==> config.mk <==
export PLATFORM = sky130hd
export DESIGN_NAME = whack_a_mole
export DESIGN_NICKNAME = d
export VERILOG_FILES = /design/src/rtl/whack_a_mole.sv
export SDC_FILE = /design/constraint.sdc
export NUM_CORES = 1
export LEC_CHECK = 0
export ABC_AREA = 1
export CAP_MARGIN = 0
export CELL_PAD_IN_SITES_DETAIL_PLACEMENT = 1
export CELL_PAD_IN_SITES_GLOBAL_PLACEMENT = 1
export CORE_MARGIN = 2
export CORE_UTILIZATION = 30
export CTS_CLUSTER_DIAMETER = 80
export DETAILED_ROUTE_END_ITERATION = 10
export PLACE_DENSITY = 0.65
export SLEW_MARGIN = 20
export SYNTH_ARGS = -nofsm -noshare
export SYNTH_HDL_FRONTEND = slang
export SYNTH_SLANG_ARGS = --single-unit
==> constraint.sdc <==
create_clock -name clk -period 1.66 [get_ports clk]
set_input_delay 0.332 -clock clk [delete_from_list [all_inputs] [get_ports clk]]
set_output_delay 0.332 -clock clk [all_outputs]
set_load 0.01 [all_outputs]
==> src/rtl/whack_a_mole.sv <==
// whack_a_mole: single-player game core. A pseudo-random hole number (0-7)
// is shown on a 7-segment digit. The player must hit the matching button
// before the mole times out. Hits are counted on an 8-bit LED bar. After
// NUM_MOLES moles the game shows a dash with the decimal point lit, and any
// button press then starts a new game.
//
// Button handshake: there is no valid/ready pair here. Each btn bit is a raw
// asynchronous level. It is synchronised (2 FFs) and rising-edge detected
// into btn_edge, which is a one-cycle pulse per press. The FSM consumes a
// pulse only in the cycle it appears. Pulses that arrive in a state that
// ignores them are simply dropped.
module whack_a_mole #(
  parameter int         MOLE_CYCLES = 200000,
  parameter int         GAP_CYCLES  = 50000,
  parameter int         NUM_MOLES   = 20,
  parameter logic [7:0] LFSR_SEED   = 8'hA5
) (
  input  logic       clk,
  input  logic       rst_n,
  input  logic [7:0] btn,
  output logic [6:0] seg,
  output logic       dp,
  output logic [7:0] led_score
);

  // The timer counts 0..N-1 for whichever phase is longer.
  localparam int TIMER_MAX = (MOLE_CYCLES > GAP_CYCLES) ? MOLE_CYCLES : GAP_CYCLES;
  localparam int TW        = (TIMER_MAX > 2) ? $clog2(TIMER_MAX) : 1;

  localparam logic [TW-1:0] MOLE_LAST = TW'(MOLE_CYCLES - 1);
  localparam logic [TW-1:0] GAP_LAST  = TW'(GAP_CYCLES - 1);
  localparam logic [7:0]    MOLE_NUM  = 8'(NUM_MOLES);

  localparam logic [6:0] SEG_BLANK = 7'h00;
  localparam logic [6:0] SEG_DASH  = 7'h40;

  // Segment patterns for the digits 0..7, with seg[0]=a .. seg[6]=g.
  localparam logic [6:0] SEG_LUT [8] = '{
    7'h3F, 7'h06, 7'h5B, 7'h4F, 7'h66, 7'h6D, 7'h7D, 7'h07
  };

  typedef enum logic [1:0] {
    ST_GAP   = 2'd0,
    ST_MOLE  = 2'd1,
    ST_OVER  = 2'd2
  } state_t;

  // FSM state. Checkers and debug can observe it by its hierarchical name.
  state_t state_q, state_d;

  logic [7:0]    btn_meta, btn_sync, btn_prev;
  logic [7:0]    btn_edge;
  logic [7:0]    lfsr_q;
  logic          lfsr_fb;
  logic [TW-1:0] timer_q, timer_d;
  logic [2:0]    prev_pos_q, prev_pos_d;
  logic [7:0]    mole_count_q, mole_count_d;
  logic [7:0]    mole_inc;
  logic [7:0]    score_d;
  logic [6:0]    seg_d;
  logic          dp_d;
  logic [2:0]    pick;
  logic          hit;
  logic          mole_end;

  // Two-FF synchroniser plus a previous-value register for edge detection.
  always_ff @(posedge clk or negedge rst_n) begin
    if (!rst_n) begin
      btn_meta <= '0;
      btn_sync <= '0;
      btn_prev <= '0;
    end else begin
      btn_meta <= btn;
      btn_sync <= btn_meta;
      btn_prev <= btn_sync;
    end
  end

  // This is a rising-edge pulse, valid for exactly one cycle per press.
  assign btn_edge = btn_sync & ~btn_prev;

  // Fibonacci LFSR x^8+x^6+x^5+x^4+1. It runs in every state, so the mole
  // sequence depends on how long the player takes.
  assign lfsr_fb = lfsr_q[7] ^ lfsr_q[5] ^ lfsr_q[4] ^ lfsr_q[3];

  // Free-running LFSR. It is reseeded only by reset.
  always_ff @(posedge clk or negedge rst_n) begin
    if (!rst_n) begin
      lfsr_q <= LFSR_SEED;
    end else begin
      lfsr_q <= {lfsr_q[6:0], lfsr_fb};
    end
  end

  // Candidate hole for the next mole. It never repeats the previous hole.
  always_comb begin
    pick = lfsr_q[2:0];
    if (pick == prev_pos_q) begin
      pick = pick + 3'd1;
    end
  end

  assign mole_inc = mole_count_q + 8'd1;
  assign hit      = btn_edge[prev_pos_q];
  assign mole_end = hit || (btn_edge != 8'd0) || (timer_q == MOLE_LAST);

  // State register plus every registered output and counter.
  always_ff @(posedge clk or negedge rst_n) begin
    if (!rst_n) begin
      state_q      <= ST_GAP;
      timer_q      <= '0;
      prev_pos_q   <= 3'd0;
      mole_count_q <= 8'd0;
      led_score    <= 8'd0;
      seg          <= SEG_BLANK;
      dp           <= 1'b0;
    end else begin
      state_q      <= state_d;
      timer_q      <= timer_d;
      prev_pos_q   <= prev_pos_d;
      mole_count_q <= mole_count_d;
      led_score    <= score_d;
      seg          <= seg_d;
      dp           <= dp_d;
    end
  end

  // Next-state and next-output logic for the game FSM.
  always_comb begin
    state_d      = state_q;
    timer_d      = timer_q;
    prev_pos_d   = prev_pos_q;
    mole_count_d = mole_count_q;
    score_d      = led_score;
    seg_d        = seg;
    dp_d         = dp;

    case (state_q)
      ST_GAP: begin
        // Blank display. Presses here are dropped.
        seg_d = SEG_BLANK;
        dp_d  = 1'b0;
        if (timer_q == GAP_LAST) begin
          timer_d    = '0;
          prev_pos_d = pick;
          seg_d      = SEG_LUT[pick];
          state_d    = ST_MOLE;
        end else begin
          timer_d = timer_q + 1'b1;
        end
      end

      ST_MOLE: begin
        // prev_pos_q holds the hole currently on display.
        seg_d = SEG_LUT[prev_pos_q];
        dp_d  = 1'b0;
        if (mole_end) begin
          // A hit wins over a wrong press or a timeout in the same cycle.
          if (hit && (led_score != 8'hFF)) begin
            score_d = led_score + 8'd1;
          end
          mole_count_d = mole_inc;
          timer_d      = '0;
          if (mole_inc == MOLE_NUM) begin
            seg_d   = SEG_DASH;
            dp_d    = 1'b1;
            state_d = ST_OVER;
          end else begin
            seg_d   = SEG_BLANK;
            state_d = ST_GAP;
          end
        end else begin
          timer_d = timer_q + 1'b1;
        end
      end

      ST_OVER: begin
        // Show the final score until any press starts a new game.
        seg_d = SEG_DASH;
        dp_d  = 1'b1;
        if (btn_edge != 8'd0) begin
          score_d      = 8'd0;
          mole_count_d = 8'd0;
          timer_d      = '0;
          seg_d        = SEG_BLANK;
          dp_d         = 1'b0;
          state_d      = ST_GAP;
        end
      end

      default: begin
        state_d = ST_GAP;
        timer_d = '0;
        seg_d   = SEG_BLANK;
        dp_d    = 1'b0;
      end
    endcase
  end

endmodule

==> metrics, run 1 <==
status finished with violations; failing checks setup timing; DRC viols 0; die area 15000 sq um; Fin. Hold Viols 0; Final ANT Viol Nets 0; RSZ-0062 raised after global routing true; initial antenna violation count 0; clk sinks 79; worst-path cell chain ha_4 > nand3_4 > nor2_4 > nand3_2 > nand2_4 > inv_4 > nand2_8 > nand3_4 > buf_6 > nand2_2 > nor2_1; DP HPWL 8.05 mm; mapped cell area 4210 sq um; Max-cap violations 0; Worst path top cell family by delay simple AND/OR/NAND/NOR gates; DRT Wirelength 11.9 mm; Synth area leaders dfrtp_1, nand2_1, nand3_1, ha_1, nor2_1; latest clock arrival within the worst-skew pair 0.35 ns; total vias in the final route 3721; multi-input combinational cell area 2490 sq um; CP max FO 4; WP buf/inv 2; CP max stage delay 0.40 ns; required time of the critical path 1.89 ns; Worst EP arrival 2.02 ns; clock slew at reported path FFs 0.06 ns; GRT Util Overall 0.165; Pins Over Slew Limit 0; period utilization 1.08; Initial Utilization 0.306; CTS H-Tree Depth 3; Syn Nets 548; PwrDens 668 nW/um^2; Leakage 2.83 nW; largest area contributor in the netlist dfrtp_1; min cycle time layout 1.80 ns; vias in the first global route 3999; GR Overflow Total 0; num ports 26; Seq/Total Area, Yosys 0.471; worst setup path category reg2reg; # port buffers 25; first-pass GRT wire length 19.3 mm; Syn Inst Count 520; share of the synthesized area in the top cell type 0.446; Die X 122 microns; largest net degree at the start of global routing 32; Crit path top cell by count nand3_4; ANT cells 0; Rows 43; fin nets 640; Final Instance Area 6130 sq um; Placement Cell Area 5070 sq um; Critical Path Source Type register; drt first pass iters 4; total CTS buffers 9; Max Fclk 557 MHz; Clock Path Buffers 2; CTS Root Cell clkbuf_16; CTS tree done; Worst VDD drop 0.000444 V; Fill cells 1613; initial DRC count 188; endpoint class of the critical path register; worst setup margin -0.135 ns; Worst slew margin 0.729; Die Height 122 microns; FF-to-FF path depth 11; Hold Path Depth 0; share of post-route cells with drive strength above 1 0.373; Synth Warn # 0; hold slack 0.350 ns; Mapped Avg Cell Area 8.10 sq um; worst-margin pin slew 0.407 ns; Worst path depth 11; setup violators final 29; Vias/cell 4.67; Min-Delay Path Class reg2reg; Worst path slowest cell dfrtp_1; P&R area growth vs syn 45.5%; clk_skew 0.00716 ns; routed wire length per instance 14.9 microns; Seq. cell area 1990 sq um; Core Area 13800 sq um; Yosys reg bits 79; distinct cell type count after synthesis 39; Placer Congestion 0.838
[report_power, final]
group | internal, W | total (W) | switching, W | leakage (nW)
Combinational | 0.0000510 | 0.000122 | 0.0000712 | 1.68
Clock | 0.00121 | 0.00200 | 0.000798 | 0.146
Sequential | 0.00196 | 0.00197 | 0.0000116 | 1.00
[per-layer routing]
| metal | track usage | part of all wire | vias up | routed length (microns) |
|---|---|---|---|---|
| li1 | - | - | 1832 | - |
| met1 | 0.204 | 0.43 | 1836 | 5150 |
| met2 | 0.280 | 0.52 | 36 | 6200 |
| met3 | 0.0386 | 0.025 | 17 | 298 |
| met4 | 0.0603 | 0.018 | 0 | 211 |
| met5 | 0 | 0 | - | 0 |
[layout by cell type (no fill, tap or decap), types with 6 or more instances in the layout]
master,synthesis,layout
nand2_1,155,114
dfrtp_1,75,65
buf_4,1,46
inv_1,51,43
nor2_1,57,39
nand2_2,7,38
nand3_1,47,31
clkdlybuf4s50_1,0,18
nand4_1,12,12
nand3_2,0,11
o21ai_2,9,11
ha_1,18,11
inv_2,6,10
nand2_4,3,10
nor2_2,1,10
clkbuf_16,0,10
dfrtp_2,0,10
nor2_4,0,9
o21ai_0,13,9
xor2_1,12,9
buf_6,1,8
buf_12,0,7
nand3_4,1,6
inv_4,0,6
nand3b_1,6,6
[cells by family after synthesis]
family,count (synthesis),synth area share
compound gates,36,0.0541
flops,79,0.471
simple gates,304,0.322
xor+xnor,16,0.0351
buf+inv,67,0.0651
fa+ha+maj,18,0.0535
[worst reg2reg max path, cell delays in order, from the launching register on]
cell,delay (ns)
dfrtp_1,0.40
ha_4,0.21
nand3_4,0.09
nor2_4,0.13
nand3_2,0.10
nand2_4,0.11
inv_4,0.06
nand2_8,0.12
nand3_4,0.16
buf_6,0.18
nand2_2,0.06
nor2_1,0.04
[through the flow]
step | total power, W | setup TNS (ns) | setup WS, ns | instances | util
floorplan | 0.00202 | -0.000271 | -0.000271 | 520 | -
global placement | 0.00211 | -0.298 | -0.0790 | 765 | 0.368
detailed placement | 0.00211 | -1.32 | -0.205 | 765 | 0.368
CTS | 0.00415 | -0.231 | -0.0778 | 790 | 0.406
global route | 0.00424 | -5.29 | -0.228 | 797 | 0.445
finish | 0.00409 | -1.43 | -0.135 | 797 | 0.445
[final timing paths]
path | endpoint | startpoint | slack, ns
max | timer_q[17]$_DFFE_PN0P_ | timer_q[1]$_DFFE_PN0P_ | -0.14
min | btn_sync[4]$_DFF_PN0_ | btn_meta[4]$_DFF_PN0_ | 0.35
max reg2reg | timer_q[17]$_DFFE_PN0P_ | timer_q[1]$_DFFE_PN0P_ | -0.14
min reg2reg | btn_sync[4]$_DFF_PN0_ | btn_meta[4]$_DFF_PN0_ | 0.35
max in group asynchronous | lfsr_q[0]$_DFF_PN1_ | rst_n | 0.65
min in group asynchronous | lfsr_q[6]$_DFF_PN0_ | rst_n | 0.47
[layout make-up]
class | count | share of cell area
multi-input combinational | 374 | 0.406
sequential | 79 | 0.326
timing repair buffer | 87 | 0.140
inverter | 60 | 0.0421
clock buffer | 11 | 0.0396
tap | 180 | 0.0368
clock inverter | 5 | 0.00919
timing repair inverter | 1 | 0.00102
[flip-flops by register name (all words and copies together), names as in the netlist]
signal and flops:
dp 1, btn_meta 8, prev_pos_q 3, btn_prev 8, state_q 2, lfsr_q 8, mole_count_q 8, seg 7
btn_sync 8, timer_q 18, led_score 8
[cell usage after synthesis (all sizes together)]
cell type,count
a21boi,1
a21oi,8
buf,5
clkbuf,2
clkinv,2
dfrtp,75
dfstp,4
ha,18
inv,58
nand2,166
nand2b,1
nand3,48
nand3b,6
nand4,12
nor2,58
nor3,7
nor3b,2
nor4,1
o211ai,2
o21a,1
o21ai,24
or2,3
xnor2,4
xor2,12
[timing repair]
item	in CTS	in global routing
pin swaps	21	46
endpoints found under the setup margin	49	48
setup buffers	9	6
hold buffers	1	0
gates resized for setup	44	127
gates cloned	0	2
hold endpoints to repair	27	0
No activity file was read; power rests on OpenSTA's default activity.
==> inputs of run 2 (changes only) <==
- DONT_BUFFER_PORTS: unset -> 1
- PLACE_DENSITY: 0.65 -> 0.6
- RECOVER_POWER: unset -> 50
- clock period: 1.66 -> 1.7 ns (I/O delays scaled with it)
==> run 2 against run 1 <==
Effect of this change: the flow finishes with violations (hold timing, setup timing); register-to-register slack better by 0.08 ns; design area is 8.7% lower; die area is the same; combinational power shrank 58%; clock skew increased by 0.0045 ns; cell count is 3.3% lower; routed wire length is 6.5% lower; clock power rose by 5%; via count down 4.1%; core utilization down 3.9 points; highest routed layer unchanged; critical endpoint is now seg[5]$_DFF_PN0_; setup slack improved by 0.081 ns; fmax increased by 2.3%.
==> metrics, run 2 (same netlist as run 1, synthesis figures left out) <==
worst setup path category reg2reg (unchanged); CP max FO 5 (was 4); Placer Congestion 0.787 (was 0.838); # port buffers 0 (was 25); setup violators final 4 (was 29); die area 15000 sq um (unchanged); DRT Wirelength 11.1 mm (was 11.9 mm); Total Power 0.00409 W (about the same); num ports 26 (unchanged); PwrDens 730 nW/um^2 (was 668 nW/um^2); P&R area growth vs syn 32.9% (was 45.5%); Leakage 2.62 nW (was 2.83 nW); r2r endpoint seg[5]$_DFF_PN0_ (was timer_q[17]$_DFFE_PN0P_); GRT Util Overall 0.158 (was 0.165); latest clock arrival within the worst-skew pair 0.35 ns (about the same); total vias in the final route 3567 (was 3721); initial antenna violation count 0 (unchanged); ANT cells 0 (unchanged); Post-Layout Cell Count 771 (was 797); Core Area 13800 sq um (unchanged); DRC viols 0 (unchanged); hold slack -0.317 ns (was 0.350 ns); Fin. Hold Viols 79 (was 0); clk sinks 79 (unchanged); Initial Utilization 0.306 (unchanged); CTS H-Tree Depth 3 (unchanged); Final ANT Viol Nets 0 (unchanged); Pins Over Slew Limit 0 (unchanged); critical register-to-register path startpoint lfsr_q[0]$_DFF_PN1_ (was timer_q[1]$_DFFE_PN0P_); FF-to-FF path depth 12 (was 11); clock slew at reported path FFs 0.07 ns (was 0.06 ns); initial DRC count 131 (was 188); Rows 43 (unchanged); vias in the first global route 3727 (was 3999); max reg flops 18 (unchanged); Max-cap violations 0 (unchanged); Largest Register timer_q (unchanged); total CTS buffers 9 (unchanged); drt first pass iters 4 (unchanged); fin nets 614 (was 640); Worst EP arrival 2.03 ns (was 2.02 ns); Vias/cell 4.63 (was 4.67); Worst slew margin 0.789 (was 0.729); min cycle time layout 1.75 ns (was 1.80 ns); DP HPWL 7.71 mm (was 8.05 mm); Seq. cell area 1990 sq um (about the same); largest net degree at the start of global routing 80 (was 32); endpoint class of the critical path register (unchanged); Clock Path Buffers 2 (unchanged); clk_skew 0.0116 ns (was 0.00716 ns); Die X 122 microns (unchanged); RSZ-0062 raised after global routing true (unchanged); share of post-route cells with drive strength above 1 0.310 (was 0.373); R2R setup slack -0.05 ns (was -0.14 ns); Max Fclk 570 MHz (was 557 MHz); period utilization 1.03 (was 1.08); placed insts 739 (was 765); failing checks hold timing, setup timing (was setup timing); Worst VDD drop 0.000409 V (was 0.000444 V); multi-input combinational cell area 2280 sq um (was 2490 sq um); Fill cells 1646 (was 1613); required time of the critical path 1.97 ns (was 1.89 ns); CTS tree done (unchanged); GR Overflow Total 0 (unchanged); Min-Delay Path Class in2async (was reg2reg); worst-margin pin slew 0.317 ns (was 0.407 ns); CTS Root Cell clkbuf_16 (unchanged); most frequent cells in the layout nand2_1, dfrtp_1, buf_4, nor2_1, inv_1 (was nand2_1, dfrtp_1, buf_4, inv_1, nor2_1); first-pass GRT wire length 18.3 mm (was 19.3 mm); routed wire length per instance 14.4 microns (was 14.9 microns); commonest non-fill, non-tap cell in the layout nand2_1 (unchanged); worst setup margin -0.0543 ns (was -0.135 ns); Die Height 122 microns (unchanged); status finished with violations (unchanged); Critical Path Source Type register (unchanged)
==> run 2: cell count changes in the layout (fill, tap and decap cells not counted), moves of 4 or more <==
cell             delta
nor2_4              -7
buf_4               +5
nand2_2            -17
nand3_1             +4
buf_6               -4
nand2_1            +22
clkdlybuf4s50_1    -18
nor2_1              +7
==> run 2: layout make-up <==
| class | instances | share of cell area |
|---|---|---|
| clock buffers | 10 | 0.0409 |
| flip-flops and latches | 79 | 0.356 |
| clock inverters | 6 | 0.0165 |
| repair buffers | 61 | 0.0944 |
| multi-input cells | 375 | 0.408 |
| well taps | 180 | 0.0403 |
| inverters | 60 | 0.0443 |
==> run 2: where the power goes <==
group	total (W)	switching (W)	internal (W)
Sequential	0.00192	0.0000101	0.00191
Combinational	0.0000518	0.0000282	0.0000237
Clock	0.00211	0.000821	0.00129
==> run 2: per-stage QoR <==
step,instance area [sq um],TNS [ns],setup slack [ns],util
4_1_cts,5230,-0.148,-0.0517,0.380
5_1_grt,5600,-0.951,-0.142,0.406
3_3_place_gp,4750,-0.146,-0.0375,0.345
6_report,5600,-0.0996,-0.0543,0.406
2_1_floorplan,4210,0,0.00365,-
3_5_place_dp,4750,-0.500,-0.101,0.345
==> run 2: how the worst max path moves through the flow <==
| stage | from | end | slack (ns) | cells after the start |
|---|---|---|---|---|
| after floorplan | lfsr_q[0]$_DFF_PN1_ | seg[1]$_DFF_PN0_ | 0.004 | 8 |
| after global placement | lfsr_q[0]$_DFF_PN1_ | seg[1]$_DFF_PN0_ | -0.04 | 8 |
| after detailed placement | lfsr_q[0]$_DFF_PN1_ | seg[3]$_DFF_PN0_ | -0.10 | 9 |
| after CTS | lfsr_q[0]$_DFF_PN1_ | seg[5]$_DFF_PN0_ | -0.05 | 12 |
| after global routing | lfsr_q[0]$_DFF_PN1_ | seg[6]$_DFF_PN0_ | -0.14 | 13 |
| final | lfsr_q[0]$_DFF_PN1_ | seg[5]$_DFF_PN0_ | -0.05 | 12 |
==> run 2: metal layers <==
metal / share of wire / GRT usage / up-vias
met1: 0.47 / 0.201 / 1753
met3: 0.022 / 0.0381 / 9
met2: 0.49 / 0.266 / 23
li1: - / - / 1782
met5: 0 / 0 / -
met4: 0.012 / 0.0453 / 0
==> run 2: what timing repair did <==
action	in CTS	in global routing
setup endpoints to repair	25	44
pin swaps	17	23
resized for setup	32	69
endpoints found under the hold margin	79	81
gates cloned	0	1
setup buffers	4	10
==> run 2: worst max-delay path, stage by stage (launching register included) <==
cell     delay, ns
dfstp_2       0.60
nand2_2       0.09
nand2_4       0.09
nand3_4       0.09
nand2_4       0.08
nand2_4       0.08
buf_12        0.13
ha_4          0.15
nand3_4       0.06
nand2_2       0.06
inv_1         0.05
nand2_1       0.06
a21oi_2       0.13
